File: config.mk
export PLATFORM = sky130hd
export DESIGN_NAME = pipelined_dot_product
export DESIGN_NICKNAME = d
export VERILOG_FILES = /design/src/rtl/pipelined_dot_product.sv
export SDC_FILE = /design/constraint.sdc
export NUM_CORES = 2
export LEC_CHECK = 0
export CAP_MARGIN = 20
export CORE_UTILIZATION = 60
export DETAILED_ROUTE_END_ITERATION = 10
export PLACE_DENSITY = 0.76
export RECOVER_POWER = 50
export SETUP_SLACK_MARGIN = 0.2
export SYNTH_ARGS = -nofsm -noshare
export SYNTH_HDL_FRONTEND = slang
export SYNTH_SLANG_ARGS = --single-unit
File: constraint.sdc
create_clock -name clk -period 22.8 [get_ports clk]
set_clock_uncertainty 0.2 [all_clocks]
set_input_delay 4.56 -clock clk [delete_from_list [all_inputs] [get_ports clk]]
set_output_delay 4.56 -clock clk [all_outputs]
set_load 0.02 [all_outputs]
File: src/rtl/pipelined_dot_product.sv
// N-tap pipelined dot-product engine: registered multipliers, registered adder
// tree, and an output register that either overwrites or accumulates.
module pipelined_dot_product #(
  parameter int unsigned WIDTH     = 16,
  parameter int unsigned N         = 4,
  parameter int unsigned SIGNED    = 0,
  parameter int unsigned OUT_WIDTH = 2 * WIDTH + $clog2(N)
) (
  input  logic                 clk,
  input  logic                 rst,
  input  logic                 i_valid,
  input  logic                 i_acc,
  input  logic [WIDTH-1:0]     i_data    [0:N-1],
  input  logic [WIDTH-1:0]     i_weights [0:N-1],
  output logic                 o_valid,
  output logic [OUT_WIDTH-1:0] o_result
);

  localparam int unsigned L  = $clog2(N);
  localparam int unsigned PW = 2 * WIDTH;

  // Full-precision product; signedness follows the SIGNED parameter.
  function automatic logic [PW-1:0] mul(input logic [WIDTH-1:0] a, input logic [WIDTH-1:0] b);
    logic signed [PW-1:0] sa;
    logic signed [PW-1:0] sb;
    sa = PW'($signed(a));
    sb = PW'($signed(b));
    if (SIGNED != 0) return PW'(sa * sb);
    else             return PW'(a) * PW'(b);
  endfunction

  function automatic logic [OUT_WIDTH-1:0] ext(input logic [PW-1:0] p);
    if (SIGNED != 0) return OUT_WIDTH'($signed(p));
    else             return OUT_WIDTH'(p);
  endfunction

  logic [PW-1:0]        prod_q [N];
  logic [L:0]           vld_q;
  logic [L:0]           acc_q;
  logic [OUT_WIDTH-1:0] tree_sum;

  // Stage M
  always_ff @(posedge clk) begin
    if (rst) begin
      for (int unsigned k = 0; k < N; k++) prod_q[k] <= '0;
    end else begin
      for (int unsigned k = 0; k < N; k++) prod_q[k] <= mul(i_data[k], i_weights[k]);
    end
  end

  // Level 0 is the extended product vector; each further level halves it.
  for (genvar g = 0; g <= int'(L); g++) begin : g_lvl
    localparam int unsigned CNT = N >> g;
    logic [OUT_WIDTH-1:0] node [CNT];
    if (g == 0) begin : g_leaf
      for (genvar k = 0; k < int'(N); k++) begin : g_ext
        assign node[k] = ext(prod_q[k]);
      end
    end else begin : g_add
      always_ff @(posedge clk) begin
        if (rst) begin
          for (int unsigned j = 0; j < CNT; j++) node[j] <= '0;
        end else begin
          for (int unsigned j = 0; j < CNT; j++)
            node[j] <= g_lvl[g-1].node[2*j] + g_lvl[g-1].node[2*j+1];
        end
      end
    end
  end

  assign tree_sum = g_lvl[L].node[0];

  // Tags ride alongside the datapath: bit 0 is stage M, bit L the last tree level.
  always_ff @(posedge clk) begin
    if (rst) begin
      vld_q <= '0;
      acc_q <= '0;
    end else begin
      vld_q <= {vld_q[L-1:0], i_valid};
      acc_q <= {acc_q[L-1:0], i_acc};
    end
  end

  always_ff @(posedge clk) begin
    if (rst) begin
      o_valid  <= 1'b0;
      o_result <= '0;
    end else if (vld_q[L]) begin
      o_valid  <= 1'b1;
      o_result <= acc_q[L] ? o_result + tree_sum : tree_sum;
    end else begin
      o_valid  <= 1'b0;
    end
  end

endmodule
==> impl_metrics.json <==
{
  "outcome": "complete, but fails checks",
  "violations": "max-capacitance violations, max-slew violations",
  "cp_max_fo": 16,
  "gp_congestion": 0.937,
  "grt_pass1_wl_um": 188000,
  "slowest_stage": "clkdlybuf4s50_1",
  "setup_viol": 0,
  "layout-drive-gt1-share_pct": 1.63,
  "slew_viol_final": 268,
  "diodes": 0,
  "wirelength_um": 112000,
  "num_vias": 36057,
  "worstPathArrival_ns": 11.50,
  "synthArstFlopShare_pct": 0,
  "grt_util_met3_pct": 2.78,
  "place_hpwl_um": 91300,
  "ctsHoldBuffers": 0,
  "synth_largest_area_cell": "fa_1",
  "cts_tree": "done",
  "synth.distinct_cells": 82,
  "insertion_delay_ns": 0.58,
  "ys_seq_area_share_pct": 11.5,
  "fmax_ghz": 0.0877,
  "layout_common_cells": "inv_1 (946), fa_1 (780), nand2_1 (644)",
  "areaGrowthSynthToFinish_pct": 6.90,
  "clk_path_buf_depth": 3,
  "critPathMaxStageDelay_ns": 0.79,
  "cts_resized": 0,
  "via_per_inst": 5.60,
  "fin_crit_sh_pct": 50.0,
  "start_util_pct": 60.6,
  "slew_headroom_pct": -181,
  "stdcell_area_um2": 50200,
  "drv_cap": 3,
  "yosysTopAreaCellShare_pct": 33.3,
  "grt_pass1_vias": 37176,
  "root_buffer": "clkbuf_16",
  "hold_path.class": "register to register",
  "pre_cts_ws_ns": 11.02,
  "fillCellCount": 6533,
  "ioPinCount": 167,
  "syn-num-nets": 6820,
  "syn_area_um2": 46900,
  "netlist_instances": 5362,
  "cpMostUsedCell": "fa_1",
  "crit_required_ns": 22.89,
  "dieArea_um2": 79300,
  "critical_path_buf_inv_count": 5,
  "start_kind": "input pin",
  "core_area_um2": 77500,
  "cts_max_level": 1,
  "final_common_cell": "inv_1",
  "worst_slew_pin_slew_ns": 4.22,
  "grt.overflow.total": 0,
  "synth_edf_count": 0,
  "yosys_warnings": 0,
  "syn_area_per_cell_um2": 8.75,
  "grt_max_degree": 102,
  "yosys-top-cells-area": "fa_1 (33%), ha_1 (15%), dfxtp_1 (11%), inv_1 (7.6%), and2_1 (6.6%)",
  "use_met1_pct": 39.9,
  "dp_cells": 6384,
  "nets": 6833,
  "crit_type": "input pin to register",
  "path_clk_slew_ns": 0.06,
  "cts_sinks": 269,
  "rsz0062_at_grt": "no",
  "critical_path.top_delay_family": "adder cells",
  "ys.flop_type": "dfxtp_1",
  "numCtsBuffers": 29,
  "wl_per_cell_um": 17.4,
  "top_usage_layer": "met2",
  "hold_viol": 0,
  "stdcell_count": 6437,
  "placed_cell_area_um2": 49200,
  "use_met2_pct": 50.6,
  "io_buffers": 166,
  "finalSetupTns_ns": 0,
  "postCtsSetupRepairBufs": 0,
  "fin_crit_ns": 11.40,
  "drtIter0Drc": 2472,
  "setup_ws_ns": 11.40,
  "firstDrtPassIters": 6,
  "ys_ff_latch": 269,
  "rows": 102,
  "antenna_left": 0,
  "antenna_found_initial": 1,
  "cp-end-kind": "register",
  "cp_cell_sequence": "clkdlybuf4s50_1 > and2_1 > fa_1 > inv_1 > fa_1 > inv_1 > fa_1 > fa_1 > fa_1 > inv_1 > fa_1 > inv_1 > ha_1 > a21o_1 > a21o_1 > a2111oi_0 > o21ai_0 > nor3_1 > nor3b_1 > o21a_1 > a221oi_2 > xor2_1 > nor2_1",
  "grt_util_all_layers_pct": 29.4,
  "die_w_um": 282,
  "die_h_um": 282,
  "drc": 0
}
## Yosys cell counts, types with 16 or more instances
cell	count
clkbuf_1	181
nand2_1	644
ha_1	546
nand4_1	22
nor2_1	291
or3_1	16
nor2b_1	57
o21ai_0	123
nand3_1	45
and3_1	27
a21o_1	100
xnor2_1	101
o211ai_1	16
o21a_1	31
a211oi_1	53
a21oi_1	204
a31oi_1	23
nand2b_1	26
fa_1	780
nor3_1	63
o21bai_1	28
mux2i_1	24
and2_1	493
xor2_1	88
dfxtp_1	269
inv_1	946
## layer usage
metal,wire (µm),vias up
met2,54800,1098
li1,-,16853
met5,0,-
met4,3090,0
met3,6010,200
met1,48000,17906
## worst paths after layout
path / cells past startpoint / slack, ns / start / to
max: 23 / 11.40 / i_data[59] / prod_q[0][30]
min: 1 / 0.24 / vld_q[1] / vld_q[2]
max reg2reg: 11 / 19.00 / prod_q[0][8] / g_lvl[1].node[0][31]
min reg2reg: 1 / 0.24 / vld_q[1] / vld_q[2]
## registers in the layout (all words and copies together), names as in the netlist
name and cells:
acc_q 3, g_lvl.node 100, o_result 34, o_valid 1, prod_q 128, vld_q 3
## through the flow
stage	utilization [%]	hold slack, ns
6_report	64.8	0.243
5_1_grt	64.8	0.256
4_1_cts	64.8	0.247
3_5_place_dp	63.5	0.235
3_3_place_gp	63.5	0.229
2_1_floorplan	-	0.214
## kinds of logic after synthesis
kind of cell,count (synthesis),share of synthesized area (%)
xor gates and xnor gates,189,3.53
muxes,27,0.584
and+or+nand+nor,1734,18.0
AOI/OAI and AO/OA,682,9.49
adders and majority gates,1326,47.8
DFF,269,11.5
buffers and inverters,1135,9.12
## layout make-up
type / instances / area, µm² / share of cell area, %
Inverter: 946 / 3550 / 7.08
Timing Repair Buffer: 171 / 1680 / 3.35
Multi-Input combinational cell: 3958 / 37300 / 74.3
Tap cell: 1040 / 1300 / 2.59
Clock buffer: 34 / 744 / 1.48
Sequential cell: 269 / 5390 / 10.7
Clock inverter: 19 / 240 / 0.479
Power is left out: the tool's default activity adds up to more than one toggle a clock period on the data nets, which glitch-free logic cannot reach.
